===== src/rtl/core_pkg.sv =====
// Shared definitions for the 16-bit core front end: word types, the DAT opcode,
// the NOP word and the fetch state encoding.
package core_pkg;
  localparam int WORD_W = 16;
  localparam int ADDR_W = 16;

  typedef logic [WORD_W-1:0] word_t;
  typedef logic [ADDR_W-1:0] addr_t;

  localparam logic [3:0] CORE_DAT_OPCODE = 4'hF;
  localparam word_t      CORE_NOP_WORD   = 16'h0000;
  localparam addr_t      CORE_RESET_PC   = 16'h0000;

  typedef enum logic {FETCH, DAT_IMM} fetch_state_e;

  function automatic logic [3:0] opcode_of(input word_t w);
    return w[15:12];
  endfunction
endpackage


===== src/rtl/fetch_stage_if.sv =====
// Fetch-stage bus: instruction-memory port, decode/execute controls and the IF/ID packet.
interface fetch_stage_if;
  import core_pkg::*;

  addr_t imem_addr;
  word_t imem_inst;
  logic  stall;
  logic  redirect;
  addr_t redirect_pc;
  logic  id_valid;
  word_t id_inst;
  addr_t id_pc;
  word_t id_imm;
  logic  id_is_dat;
  logic [15:0] fetch_count;

  modport master (
    output imem_addr, id_valid, id_inst, id_pc, id_imm, id_is_dat, fetch_count,
    input  imem_inst, stall, redirect, redirect_pc
  );

  modport slave (
    input  imem_addr, id_valid, id_inst, id_pc, id_imm, id_is_dat, fetch_count,
    output imem_inst, stall, redirect, redirect_pc
  );
endinterface


===== src/rtl/fetch_pc_reg.sv =====
// Program counter: redirect beats stall beats increment; wraps modulo 2^16.
module fetch_pc_reg
  import core_pkg::*;
#(
  parameter addr_t RESET_PC = CORE_RESET_PC
) (
  input  logic  clk,
  input  logic  rst,
  input  logic  i_redirect,
  input  addr_t i_redirect_pc,
  input  logic  i_stall,
  output addr_t o_pc
);
  addr_t r_pc;

  always_ff @(posedge clk or posedge rst) begin
    if (rst)             r_pc <= RESET_PC;
    else if (i_redirect) r_pc <= i_redirect_pc;
    else if (!i_stall)   r_pc <= r_pc + 16'd1;
  end

  assign o_pc = r_pc;
endmodule


===== src/rtl/fetch_stage.sv =====
// Instruction fetch: owns the PC, registers fetched words into IF/ID and merges the
// two-word DAT instruction into a single decode packet.
module fetch_stage
  import core_pkg::*;
#(
  parameter addr_t      RESET_PC   = CORE_RESET_PC,
  parameter logic [3:0] DAT_OPCODE = CORE_DAT_OPCODE,
  parameter word_t      NOP_WORD   = CORE_NOP_WORD
) (
  input  logic          clk,
  input  logic          rst,
  fetch_stage_if.master bus
);
  addr_t        w_pc;
  fetch_state_e r_state, w_state_nxt;
  logic         w_issue_plain, w_issue_dat, w_capture;

  word_t       r_hold_inst;
  addr_t       r_hold_pc;
  logic        r_id_valid;
  word_t       r_id_inst;
  addr_t       r_id_pc;
  word_t       r_id_imm;
  logic        r_id_is_dat;
  logic [15:0] r_fetch_count;

  fetch_pc_reg #(.RESET_PC(RESET_PC)) u_pc (
    .clk           (clk),
    .rst           (rst),
    .i_redirect    (bus.redirect),
    .i_redirect_pc (bus.redirect_pc),
    .i_stall       (bus.stall),
    .o_pc          (w_pc)
  );

  assign bus.imem_addr = w_pc;

  always_ff @(posedge clk or posedge rst) begin
    if (rst) r_state <= FETCH;
    else     r_state <= w_state_nxt;
  end

  // The literal word fetched in DAT_IMM is never decoded, whatever it looks like.
  always_comb begin
    w_state_nxt   = r_state;
    w_issue_plain = 1'b0;
    w_issue_dat   = 1'b0;
    w_capture     = 1'b0;
    if (bus.redirect) begin
      w_state_nxt = FETCH;
    end else if (!bus.stall) begin
      case (r_state)
        FETCH: begin
          if (opcode_of(bus.imem_inst) == DAT_OPCODE) begin
            w_capture   = 1'b1;
            w_state_nxt = DAT_IMM;
          end else begin
            w_issue_plain = 1'b1;
          end
        end
        DAT_IMM: begin
          w_issue_dat = 1'b1;
          w_state_nxt = FETCH;
        end
        default: w_state_nxt = FETCH;
      endcase
    end
  end

  always_ff @(posedge clk or posedge rst) begin
    if (rst) begin
      r_hold_inst   <= '0;
      r_hold_pc     <= '0;
      r_id_valid    <= 1'b0;
      r_id_inst     <= NOP_WORD;
      r_id_pc       <= '0;
      r_id_imm      <= '0;
      r_id_is_dat   <= 1'b0;
      r_fetch_count <= '0;
    end else if (bus.redirect) begin
      r_hold_inst <= '0;
      r_hold_pc   <= '0;
      r_id_valid  <= 1'b0;
      r_id_inst   <= NOP_WORD;
      r_id_is_dat <= 1'b0;
    end else if (w_issue_plain) begin
      r_id_valid    <= 1'b1;
      r_id_inst     <= bus.imem_inst;
      r_id_pc       <= w_pc;
      r_id_imm      <= '0;
      r_id_is_dat   <= 1'b0;
      r_fetch_count <= r_fetch_count + 16'd1;
    end else if (w_issue_dat) begin
      r_id_valid    <= 1'b1;
      r_id_inst     <= r_hold_inst;
      r_id_pc       <= r_hold_pc;
      r_id_imm      <= bus.imem_inst;
      r_id_is_dat   <= 1'b1;
      r_fetch_count <= r_fetch_count + 16'd1;
    end else if (w_capture) begin
      // First DAT word parks in the holding register; decode sees one bubble.
      r_hold_inst <= bus.imem_inst;
      r_hold_pc   <= w_pc;
      r_id_valid  <= 1'b0;
      r_id_inst   <= NOP_WORD;
      r_id_imm    <= '0;
      r_id_is_dat <= 1'b0;
    end
  end

  assign bus.id_valid    = r_id_valid;
  assign bus.id_inst     = r_id_inst;
  assign bus.id_pc       = r_id_pc;
  assign bus.id_imm      = r_id_imm;
  assign bus.id_is_dat   = r_id_is_dat;
  assign bus.fetch_count = r_fetch_count;
endmodule


===== src/flat_wrapper.sv =====
// flat-port wrapper written by rule: the top's interface ports become plain ports
module fetch_stage_flat import core_pkg::*;
#(
  parameter addr_t      RESET_PC   = CORE_RESET_PC,
  parameter logic [3:0] DAT_OPCODE = CORE_DAT_OPCODE,
  parameter word_t      NOP_WORD   = CORE_NOP_WORD
)
  (clk, rst, bus_imem_addr, bus_id_valid, bus_id_inst, bus_id_pc, bus_id_imm, bus_id_is_dat, bus_fetch_count, bus_imem_inst, bus_stall, bus_redirect, bus_redirect_pc);
  fetch_stage_if bus_i ();
  input  logic clk;
  input  logic rst;
  output wire logic [$bits(bus_i.imem_addr)-1:0] bus_imem_addr;
  output wire logic [$bits(bus_i.id_valid)-1:0] bus_id_valid;
  output wire logic [$bits(bus_i.id_inst)-1:0] bus_id_inst;
  output wire logic [$bits(bus_i.id_pc)-1:0] bus_id_pc;
  output wire logic [$bits(bus_i.id_imm)-1:0] bus_id_imm;
  output wire logic [$bits(bus_i.id_is_dat)-1:0] bus_id_is_dat;
  output wire logic [$bits(bus_i.fetch_count)-1:0] bus_fetch_count;
  input wire logic [$bits(bus_i.imem_inst)-1:0] bus_imem_inst;
  input wire logic [$bits(bus_i.stall)-1:0] bus_stall;
  input wire logic [$bits(bus_i.redirect)-1:0] bus_redirect;
  input wire logic [$bits(bus_i.redirect_pc)-1:0] bus_redirect_pc;
  assign bus_imem_addr = bus_i.imem_addr;
  assign bus_id_valid = bus_i.id_valid;
  assign bus_id_inst = bus_i.id_inst;
  assign bus_id_pc = bus_i.id_pc;
  assign bus_id_imm = bus_i.id_imm;
  assign bus_id_is_dat = bus_i.id_is_dat;
  assign bus_fetch_count = bus_i.fetch_count;
  assign bus_i.imem_inst = bus_imem_inst;
  assign bus_i.stall = bus_stall;
  assign bus_i.redirect = bus_redirect;
  assign bus_i.redirect_pc = bus_redirect_pc;
  fetch_stage #(.RESET_PC(RESET_PC), .DAT_OPCODE(DAT_OPCODE), .NOP_WORD(NOP_WORD)) u_core (.clk(clk), .rst(rst), .bus(bus_i));
endmodule

===== config.mk =====
export PLATFORM = sky130hd
export DESIGN_NAME = fetch_stage_flat
export DESIGN_NICKNAME = d
export VERILOG_FILES = /design/src/rtl/core_pkg.sv /design/src/rtl/fetch_stage_if.sv /design/src/rtl/fetch_pc_reg.sv /design/src/rtl/fetch_stage.sv /design/src/flat_wrapper.sv
export SDC_FILE = /design/constraint.sdc
export NUM_CORES = 1
export LEC_CHECK = 0
export CAP_MARGIN = 15
export CORE_UTILIZATION = 28
export DETAILED_ROUTE_END_ITERATION = 10
export PLACE_DENSITY = 0.46
export SLEW_MARGIN = 20
export SYNTH_ARGS = -nofsm -noshare
export SYNTH_HDL_FRONTEND = slang
export SYNTH_SLANG_ARGS = --single-unit

===== constraint.sdc =====
create_clock -name clk -period 7.4 [get_ports clk]
set_clock_uncertainty 0.15 [all_clocks]
set_input_delay 1.48 -clock clk [delete_from_list [all_inputs] [get_ports clk]]
set_output_delay 1.48 -clock clk [all_outputs]
set_load 0.02 [all_outputs]

* Word level (Yosys, flattened, before mapping)
Cells that the tools add are included. Widths: inputs -> output; s select.
Storage, ports and cells: word-level logic and storage cells 65, output and inout bits 82, bits of input ports 36, bits in registers 115
Cells by class: bitwise operators 2, eq/ne operators 4, add/sub/neg operators 2, reduce and logical (&&, ||, !) cells 7, mux-type cells 40
Operator list (count):
- $mux 16 | 20
- $add 16x1->16 const B | 2
- $mux 1 | 19
- $eq 4x4->1 const B | 1
- $ne 2x2->1 const B | 2
- $reduce_and 2->1 | 2
- $reduce_bool 2->1 | 2
- $reduce_bool 4->1 | 1
- $reduce_and 3->1 | 1
- $reduce_bool 3->1 | 1
- $ne 2x1->1 const B | 1
- $not 1->1 | 2
- $pmux 1 s2 | 1

* Logic depth before layout (Yosys ltp)
Gate-level depths: netlist of the first run.
word-level depth 9, depth in mapped cells 7, gate-level depth less buffers 5

* Hierarchy
From an unflattened synthesis of the first run, not the netlist that was laid out.
Unflattened totals: cells, all modules 476, area total of the unflattened synthesis 5052.3 µm²
By module, submodules not included:
- fetch_stage | instances 1, area an instance 4045.1 µm², seq. area each 2477.4 µm², cells each 365
- fetch_pc_reg | instances 1, area an instance 1007.2 µm², seq. area each 400.4 µm², cells each 111

* Worst setup path after synthesis of the first run
OpenSTA, ideal clock, no wires.
path type input to register, start input bus_redirect, end register u_core.r_fetch_count[1] (netlist: u_core.bus.fetch_count[1]), stages 5, slack 4.537 ns, buffers on the path 1, arrival time 2.586 ns, required time 7.122 ns, setup time 0.128 ns, path through or2_1 buf_2 nor3b_4 nor2_2 mux2_1
On the way: longest elaborated chain between the ends 3, elaborated cells between the ends (all ways) 6, classes of those cells mux (3); bitwise (1); reduce/logical (2)
RTL lines:
- start: declaration | RTL line flat_wrapper.sv:21 | input wire logic [$bits(bus_i.redirect)-1:0] bus_redirect;
- $mux 1 | RTL line fetch_stage.sv:49 | if (bus.redirect) begin
- $reduce_bool 2->1 (no line)
- $reduce_and 2->1 (no line)
- end signal: assignment | RTL line fetch_stage.sv:92 | r_fetch_count <= r_fetch_count + 16'd1;
- end signal: assignment | RTL line fetch_stage.sv:99 | r_fetch_count <= r_fetch_count + 16'd1;
- end: declaration | RTL line fetch_stage.sv:25 | logic [15:0] r_fetch_count;
Parallel ways exist; a longest one is shown, timed or not. A chain may end at the register's enable or synchronous reset.

* Worst setup path in the final report of the first run
start input bus_stall, end register u_core.r_fetch_count[1] (netlist: u_core.bus.fetch_count[1])
On the way: longest elaborated chain between the ends 4, elaborated cells between the ends (all ways) 7, classes of those cells mux (5); reduce/logical (2)
RTL lines:
- start: declaration | RTL line flat_wrapper.sv:20 | input wire logic [$bits(bus_i.stall)-1:0] bus_stall;
- $mux 1 | RTL line fetch_stage.sv:51 | end else if (!bus.stall) begin
- $mux 1 | RTL line fetch_stage.sv:49
- $reduce_bool 2->1 (no line)
- $reduce_and 2->1 (no line)
Parallel ways exist; a longest one is shown, timed or not.

==> results of run 1 <==
[synthesized netlist by cell type, types with 2 or more instances]
library cell	count
nand2_1	69
a22o_1	33
nor2_1	12
clkbuf_1	13
a21o_1	7
dfrtp_1	115
o21ai_1	16
buf_2	12
xnor2_1	16
and3_1	2
a222oi_1	16
ha_1	2
inv_1	26
mux2i_1	12
nor2b_1	3
nand4_1	4
nand3_1	23
xor2_1	13
and4_1	2
nor4_1	4
nor3_1	12
o21ai_0	12
nor2_2	2
[stage by stage]
stage	total power [mW]	hold WS [ps]	cell area [um2]
after floorplan	0.871	300	4870
after global placement	1.03	303	6240
after detailed placement	1.03	307	6240
after CTS	1.80	319	6790
after global routing	1.85	334	6790
final	1.77	313	6790
[power by group]
| part | total [mW] | switching (mW) | internal, mW |
|---|---|---|---|
| sequential | 0.739 | 0.0620 | 0.677 |
| combinational | 0.274 | 0.142 | 0.132 |
| clock | 0.760 | 0.267 | 0.492 |
| total | 1.77 | 0.471 | 1.30 |
[metal layers]
metal,up-vias,GRT usage [%]
met5,-,0
met4,0,5.30
met3,14,4.23
met2,111,24.6
met1,1789,20.5
li1,1793,-
[final cells by class]
class | instances | area (um2) | share of cell area [%]
flip-flops and latches | 115 | 2880 | 42.4
multi-input cells | 273 | 1780 | 26.2
repair buffers | 122 | 1210 | 17.8
clock buffers | 26 | 499 | 7.35
well taps | 220 | 275 | 4.05
inverters | 26 | 100 | 1.47
clock inverters | 5 | 50.0 | 0.737
[state kept, by name (all words and copies together), names as in the netlist]
| name | count |
|---|---|
| u_core.bus.fetch_count | 16 |
| u_core.bus.id_imm | 16 |
| u_core.bus.id_inst | 16 |
| u_core.bus.id_is_dat | 1 |
| u_core.bus.id_pc | 16 |
| u_core.bus.id_valid | 1 |
| u_core.r_hold_inst | 16 |
| u_core.r_hold_pc | 16 |
| u_core.r_state | 1 |
| u_core.u_pc.o_pc | 16 |
[path summary, 6_finish.rpt]
| check | from | to | slack [ps] | cells after the start |
|---|---|---|---|---|
| worst min register to register | u_core.bus.fetch_count[15]$_DFFE_PP0P_ | u_core.bus.fetch_count[15]$_DFFE_PP0P_ | 310 | 1 |
| max in group asynchronous | rst | u_core.u_pc.o_pc[10]$_DFFE_PP0P_ | 4470 | 3 |
| worst min-delay path | u_core.bus.fetch_count[15]$_DFFE_PP0P_ | u_core.bus.fetch_count[15]$_DFFE_PP0P_ | 310 | 1 |
| worst max register to register | u_core.r_state$_DFFE_PP0P_ | u_core.bus.fetch_count[1]$_DFFE_PP0P_ | 4780 | 3 |
| min in group asynchronous | rst | u_core.bus.fetch_count[6]$_DFFE_PP0P_ | 1320 | 2 |
| worst max-delay path | bus_stall | u_core.bus.fetch_count[1]$_DFFE_PP0P_ | 3220 | 5 |
[cell families after synthesis]
family,count (synthesis)
AND/OR/NAND/NOR,141
flip-flops,115
AO/OA/AOI/OAI,87
buffers and inverters,54
XOR/XNOR,29
multiplexers,14
adder cells (fa/ha/maj),2
==> metrics.md, run 1 <==
| Metric | Value |
|---|---|
| Outcome | `finished, final reports clean` |
| Slowest library cell on the worst path | `and2_2` |
| Final Slew Violations | `0` |
| Ys flop type | `dfrtp_1` |
| Post-layout net count | `593` |
| # H-tree levels | `4` |
| Syn avg cell area | `11.0 um2` |
| Dpl cells | `756` |
| Simple-Gate Fraction of Synth Area | `13.9%` |
| CTS tree | `done` |
| Delay of the slowest critical-path stage | `870 ps` |
| IO Count | `118` |
| Via count | `3,707` |
| Compound-Gate Fraction of Synth Area | `13.7%` |
| RSZ-0062 raised after global routing | `no` |
| Worst-path clk slew | `50 ps` |
| Setup violators final | `0` |
| Maximum fanout along the worst path | `34` |
| Clock Latency Late Sink | `410 ps` |
| Final period util | `56.5%` |
| CP Capture Type | `register` |
| Number of flops mapped to enable cells by yosys | `0` |
| First-pass GRT wire length | `21,200 um` |
| Post-synthesis adder-cell area fraction | `0.513%` |
| Commonest cells after routing, fill and taps aside | `117 x clkdlybuf4s50_1, 115 x dfrtp_1, 69 x nand2_1` |
| Setup TNS | `0 ps` |
| FMAX | `239 MHz` |
| Hold Crit Class | `reg -> reg` |
| XOR/XNOR share of the synthesized area | `5.21%` |
| Least-Margin Pin Slew | `922 ps` |
| Synthesized instance count | `442` |
| Final wirelength | `13,000 um` |
| Worst path bufs/invs | `1` |
| Post-Syn Nets | `480` |
| Initial antenna violation count | `0` |
| Synth async-reset ratio | `100%` |
| Area of the die | `17,900 um2` |
| Static leakage | `3.13 nW` |
| Final Util | `40.4%` |
| Synth area leaders | `dfrtp_1 59%, a22o_1 5.9%, nand2_1 5.3%` |
| Largest net degree at the start of global routing | `73` |
| Residual DRC | `0` |
| Slew headroom | `38.5%` |
| Post-synthesis sequential area ratio | `59.0%` |
| Met2 WL | `6030 um` |
| Total track usage | `15.5%` |
| Synth Register Bits | `115` |
| Top Layer Used | `met4` |
| Die H | `134 um` |
| Mapped Area | `4870 um2` |
| Avg WL per Cell | `16.5 um` |
| Routed Antenna Nets | `0` |
| Non-filler cells in the finished layout | `787` |
| Core area | `16,800 um2` |
| Worst setup path class | `in -> reg` |
| Clock buffer depth | `2` |
| Layout area overhead | `39.3%` |
| Clock root buffer | `clkbuf_16` |
| Startpoint Class | `input port` |
| Met3 wire len | `731 um` |
| GP Congestion | `0.711` |
| Library cells used by synthesis | `39` |
| Port Buffers | `117` |
| Layout cells sized above 1 | `7.23%` |
| Synth warn | `0` |
| Crit path max-delay family | `simple AND/OR/NAND/NOR gates` |
| Die span in x | `134 um` |
| Total clock sinks | `115` |
| Row count | `47` |
| Top cell type's share of synthesized area | `59.0%` |
| Commonest non-fill, non-tap cell in the layout | `clkdlybuf4s50_1` |
| CTS Buf Count | `17` |
| Power Density | `261 nW/um2` |
| DR iter-0 viols | `273` |
| Maxcap violations | `0` |
| Mux contribution to synthesized area | `2.93%` |
| DRT Pass-1 Iters | `5` |
| Cts hold-fix bufs | `0` |
| # Post-CTS Setup Buffers | `0` |
| Fill count | `1,683` |
| Pre-CTS WS | `2740 ps` |
| Largest family of logic cells by synthesized area | `simple AND/OR/NAND/NOR gates` |
| GRT Residual Overflow | `0` |
| Hold Vio Cnt, Final | `0` |
| Starting Density | `29.0%` |
| # diodes | `0` |
| Vias per inst | `4.71` |
| Critical path data arrival time | `4320 ps` |
| Yosys top cell by area | `dfrtp_1` |
| Fin crit period | `4180 ps` |
| Most used cell, CP | `nor2_2` |
| CP cell instances | `clkdlybuf4s50_1 -> nor2_2 -> and2_2 -> nor2_2 -> mux2_1` |
| Post_cts resized | `0` |
| Vias in the first global route | `3,846` |
| Post-route setup slack | `3220 ps` |
| Peak supply drop | `0.164 mV` |
| Wl on met1 | `6060 um` |
| Worst Path Required | `7540 ps` |
| Detailed Place HPWL | `8700 um` |
Note: power is estimated with default switching activity, not from simulation.
==> inputs of run 2 (changes only) <==
==> constraint.sdc (replaced) <==
create_clock -name clk -period 4.07 [get_ports clk]
set_clock_uncertainty 0.15 [all_clocks]
set_input_delay 0.814 -clock clk [delete_from_list [all_inputs] [get_ports clk]]
set_output_delay 0.814 -clock clk [all_outputs]
set_load 0.02 [all_outputs]
==> metrics.md, run 2 (synthesis gave the netlist of run 1 again) <==
| Metric | Value |
|---|---|
| Largest net degree at the start of global routing | `64` |
| Worst reg2reg path startpoint | `u_core.r_state$_DFFE_PP0P_` |
| Critical path data arrival time | `2930 ps` |
| DR iter-0 viols | `274` |
| Core area | `16,800 um2` |
| # diodes | `0` |
| # Post-CTS Setup Buffers | `0` |
| Startpoint Class | `input port` |
| Path depth of the worst reg2reg path | `4` |
| Worst-path clk slew | `50 ps` |
| Worst Path Required | `4210 ps` |
| Slowest library cell on the worst path | `or2_1` |
| GRT Residual Overflow | `0` |
| Setup TNS | `0 ps` |
| Total track usage | `16.0%` |
| Hold Crit Endpoint | `u_core.bus.id_imm[14]$_DFFE_PP0P_` |
| Peak supply drop | `0.301 mV` |
| Cts hold-fix bufs | `0` |
| Hold Vio Cnt, Final | `0` |
| Worst setup path class | `in -> reg` |
| Post_cts resized | `0` |
| Hold wc startpoint | `u_core.bus.id_imm[14]$_DFFE_PP0P_` |
| Clock root buffer | `clkbuf_16` |
| Via count | `3,843` |
| Port Buffers | `117` |
| Layout area overhead | `40.0%` |
| Hold path cells | `2` |
| Delay of the slowest critical-path stage | `620 ps` |
| Area of the die | `17,900 um2` |
| Most used cell, CP | `buf_4` |
| Least-Margin Pin Slew | `950 ps` |
| Commonest non-fill, non-tap cell in the layout | `clkdlybuf4s50_1` |
| IO Count | `118` |
| Initial antenna violation count | `0` |
| Worst path bufs/invs | `4` |
| Avg WL per Cell | `16.8 um` |
| Final Slew Violations | `0` |
| Residual DRC | `0` |
| RSZ-0062 raised after global routing | `no` |
| Flop-to-flop setup slack | `1750 ps` |
| Vias in the first global route | `3,958` |
| Starting Density | `29.0%` |
| Hold Crit Class | `reg -> reg` |
| Crit path max-delay family | `buffers and inverters` |
| CTS tree | `done` |
| Setup violators final | `0` |
| Total clock sinks | `115` |
| Clock buffer depth | `2` |
| Fin crit period | `2790 ps` |
| CP cell instances | `clkdlybuf4s50_1 -> buf_4 -> or2_1 -> nor3b_4 -> buf_4 -> a222oi_1 -> inv_1` |
| Static leakage | `3.16 nW` |
| Worst Hold Margin | `319 ps` |
| CP Capture Type | `register` |
| Clock Latency Late Sink | `410 ps` |
| Outcome | `finished, final reports clean` |
| Maximum fanout along the worst path | `30` |
| # H-tree levels | `4` |
| Maxcap violations | `0` |
| Power Density | `465 nW/um2` |
| GP Congestion | `0.718` |
| Commonest cells after routing, fill and taps aside | `117 x clkdlybuf4s50_1, 115 x dfrtp_1, 69 x nand2_1` |
| First-pass GRT wire length | `21,800 um` |
| Final period util | `68.5%` |
| DRT Pass-1 Iters | `7` |
| Detailed Place HPWL | `9060 um` |
| Row count | `47` |
| Die span in x | `134 um` |
| CTS Buf Count | `17` |
| Slew headroom | `36.4%` |
| Post-layout net count | `599` |
| Final wirelength | `13,300 um` |
| Layout cells sized above 1 | `8.19%` |
| R2r endpoint | `u_core.bus.id_pc[1]$_DFFE_PP0P_` |
| Die H | `134 um` |
| Routed Antenna Nets | `0` |
| FMAX | `359 MHz` |
| Vias per inst | `4.84` |
run 2: changes by cell type in the layout (fill, tap and decap cells not counted), sizes merged:
cell,delta
buf,+6
bufinv,-1
clkbuf,+1
clkinv,+1
run 2: power by group:
part | internal [mW] | switching (mW)
clock network | 0.836 | 0.490
registers | 1.23 | 0.113
logic | 0.243 | 0.259
run 2: cell type report:
class                      count  area, um2
clock buffer                  27        503
clock inverter                 5       25.0
inverter                      26        100
fill                        1684       9990
tap                          220        275
multi-input combinational    273       1780
sequential                   115       2880
timing repair buffer         128       1270
run 2: routing by layer:
layer	routed length, um	up-vias	global-route usage (%)	part of all wire (%)
li1	-	1806	-	-
met1	6250	1886	21.6	47
met2	6110	139	24.8	46
met3	871	12	4.35	6.5
met4	110	0	5.49	0.82
met5	0	-	0	0
run 2: worst max-delay path by stage:
stage | startpoint | end | slack (ps) | cells after the start
finish | bus_stall | u_core.bus.id_inst[15]$_DFFE_PP0P_ | 1280 | 7
global route | bus_stall | u_core.bus.id_inst[15]$_DFFE_PP0P_ | 1130 | 7
CTS | bus_stall | u_core.bus.id_inst[15]$_DFFE_PP0P_ | 1280 | 7
detailed placement | bus_stall | u_core.bus.id_inst[15]$_DFFE_PP0P_ | 840 | 7
global placement | bus_stall | u_core.bus.id_inst[15]$_DFFE_PP0P_ | 860 | 7
floorplan | rst | u_core.bus.fetch_count[0]$_DFFE_PP0P_ | 60 | 1
run 2: stage by stage:
stage / utilization (%) / instance area [um2] / setup slack, ps / total power, mW / cells
after floorplan: - / 4870 / 61.9 / 1.58 / 442
after global placement: 37.4 / 6300 / 856 / 1.88 / 762
after detailed placement: 37.4 / 6300 / 839 / 1.88 / 762
after CTS: 40.6 / 6830 / 1280 / 3.23 / 794
after global routing: 40.6 / 6830 / 1130 / 3.33 / 794
final: 40.6 / 6830 / 1280 / 3.17 / 794
run 2: tightest hold or removal path: stages, from the launching register on:
cell and delay [ps]:
dfrtp_1 340, nand2_1 50, nand2_1 50
==> inputs of run 3 (changes only) <==
==> constraint.sdc (replaced) <==
create_clock -name clk -period 2.73 [get_ports clk]
set_clock_uncertainty 0.15 [all_clocks]
set_input_delay 0.546 -clock clk [delete_from_list [all_inputs] [get_ports clk]]
set_output_delay 0.546 -clock clk [all_outputs]
set_load 0.02 [all_outputs]
==> metrics.md, run 3 (synthesis gave the netlist of run 1 again) <==
| Metric | Value |
|---|---|
| Worst-path clk slew | `50 ps` |
| CTS tree | `done` |
| GP Congestion | `0.789` |
| Path depth of the worst reg2reg path | `4` |
| Hold Vio Cnt, Final | `0` |
| Static leakage | `3.24 nW` |
| Initial antenna violation count | `0` |
| Port Buffers | `117` |
| Total clock sinks | `115` |
| Clock Latency Late Sink | `410 ps` |
| Area of the die | `17,900 um2` |
| Slew headroom | `44.5%` |
| DR iter-0 viols | `273` |
| RSZ-0062 raised after global routing | `no` |
| Setup TNS | `0 ps` |
| Crit path depth | `1` |
| Least-Margin Pin Slew | `829 ps` |
| Row count | `47` |
| Fin crit period | `2290 ps` |
| Setup violators final | `0` |
| Clock group share of total power | `45.0%` |
| Worst Hold Margin | `319 ps` |
| Final wirelength | `12,800 um` |
| CP Launch Point | `u_core.u_pc.o_pc[4]$_DFFE_PP0P_` |
| Cts hold-fix bufs | `0` |
| DRT Pass-1 Iters | `5` |
| Final Util | `41.6%` |
| Routed Antenna Nets | `0` |
| Final Slew Violations | `0` |
| Flop-to-flop setup slack | `770 ps` |
| CP Capture Type | `output pin` |
| # Post-CTS Setup Buffers | `0` |
| Peak supply drop | `0.450 mV` |
| FMAX | `437 MHz` |
| Dpl cells | `768` |
| Vias per inst | `4.76` |
| Avg WL per Cell | `16.0 um` |
| Hold Crit Class | `reg -> reg` |
| Worst Path Required | `2030 ps` |
| Fill count | `1,630` |
| CP cell instances | `clkdlybuf4s50_1` |
| Gate power share | `15.3%` |
| Post-layout net count | `605` |
| Commonest cells after routing, fill and taps aside | `117 x clkdlybuf4s50_1, 115 x dfrtp_1, 69 x nand2_1` |
| Commonest non-fill, non-tap cell in the layout | `clkdlybuf4s50_1` |
| First-pass GRT wire length | `21,200 um` |
| Starting Density | `29.0%` |
| Die H | `134 um` |
| Total track usage | `15.5%` |
| Non-filler cells in the finished layout | `800` |
| Detailed Place HPWL | `8570 um` |
| R2r endpoint | `u_core.u_pc.o_pc[13]$_DFFE_PP0P_` |
| Outcome | `finished, final reports clean` |
| Maximum fanout along the worst path | `7` |
| Clock root buffer | `clkbuf_16` |
| Layout cells sized above 1 | `10.2%` |
| Power Density | `715 nW/um2` |
| GRT Residual Overflow | `0` |
| Clock buffer depth | `2` |
| Core area | `16,800 um2` |
| IO Count | `118` |
| Via count | `3,805` |
| Die span in x | `134 um` |
| Net Sw Frac | `26.1%` |
| Startpoint Class | `register` |
| CTS Buf Count | `17` |
| Maxcap violations | `0` |
| Critical path data arrival time | `1590 ps` |
| Residual DRC | `0` |
| Crit path max-delay family | `buffers and inverters` |
| Worst reg2reg path startpoint | `u_core.u_pc.o_pc[2]$_DFFE_PP0P_` |
| Final period util | `83.8%` |
| # H-tree levels | `4` |
| Largest net degree at the start of global routing | `116` |
| CP Capture Point | `bus_imem_addr[4]` |
| Delay of the slowest critical-path stage | `670 ps` |
| P_sw | `1.30 mW` |
| Vias in the first global route | `3,876` |
| Post_cts resized | `0` |
| Worst path bufs/invs | `1` |
| Seq pwr share | `39.7%` |
| Layout area overhead | `43.5%` |
| Slowest library cell on the worst path | `clkdlybuf4s50_1` |
| Cell-internal power | `3.70 mW` |
| # diodes | `0` |
| Worst setup path class | `reg -> out` |
==> run 3: changes by cell type in the layout (fill, tap and decap cells not counted), sizes merged <==
cell,change
clkbuf,-7
buf,+6
clkinv,+4
bufinv,+3
clkinvlp,+1
inv,-1
==> run 3: layer usage <==
layer	vias to the layer above	global-route usage, %	share of wire (%)
li1	1810	-	-
met1	1844	21.0	47
met2	131	22.5	44
met3	20	4.95	6.7
met4	0	6.44	2.0
met5	-	0	0
==> run 3: layout make-up <==
type | count | area, um2 | share of cell area, %
tap | 220 | 275 | 3.93
clock buffer | 20 | 467 | 6.67
sequential | 115 | 2880 | 41.1
timing repair buffer | 134 | 1360 | 19.5
inverter | 26 | 101 | 1.45
clock inverter | 12 | 135 | 1.93
multi-input combinational | 273 | 1780 | 25.4
==> run 3: how the worst min path moves through the flow <==
stage	end	depth (start not counted)	slack, ps	startpoint
3_5_place_dp	u_core.bus.id_imm[9]$_DFFE_PP0P_	2	310	u_core.bus.id_imm[9]$_DFFE_PP0P_
6_report	u_core.bus.id_imm[4]$_DFFE_PP0P_	2	320	u_core.bus.id_imm[4]$_DFFE_PP0P_
2_1_floorplan	u_core.r_hold_inst[15]$_DFFE_PP0P_	1	300	u_core.r_hold_inst[15]$_DFFE_PP0P_
4_1_cts	u_core.bus.id_imm[9]$_DFFE_PP0P_	2	320	u_core.bus.id_imm[9]$_DFFE_PP0P_
5_1_grt	u_core.bus.id_imm[0]$_DFFE_PP0P_	2	340	u_core.bus.id_imm[0]$_DFFE_PP0P_
3_3_place_gp	u_core.bus.id_imm[4]$_DFFE_PP0P_	2	300	u_core.bus.id_imm[4]$_DFFE_PP0P_
==> run 3: power groups by stage <==
stage | clock, mW | combinational [mW] | sequential, mW
after floorplan | 0 | 0.240 | 2.12
after global placement | 0 | 0.774 | 2.02
after detailed placement | 0 | 0.776 | 2.02
after CTS | 2.31 | 0.780 | 1.99
after global routing | 2.39 | 0.831 | 2.01
final | 2.25 | 0.766 | 1.99
==> run 3: tightest hold or removal path, delay by kind of cell, from the launching register on <==
kind / cells / cell delay, ps
DFF: 1 / 340
and+or+nand+nor: 2 / 100
==> run 3: metrics by stage <==
step / setup WS (ps) / area (um2) / total power, mW
2_1_floorplan: 635 / 4880 / 2.36
3_3_place_gp: 220 / 6390 / 2.79
3_5_place_dp: 169 / 6390 / 2.79
4_1_cts: 423 / 7000 / 5.08
5_1_grt: 341 / 7000 / 5.23
6_report: 441 / 7000 / 5.00
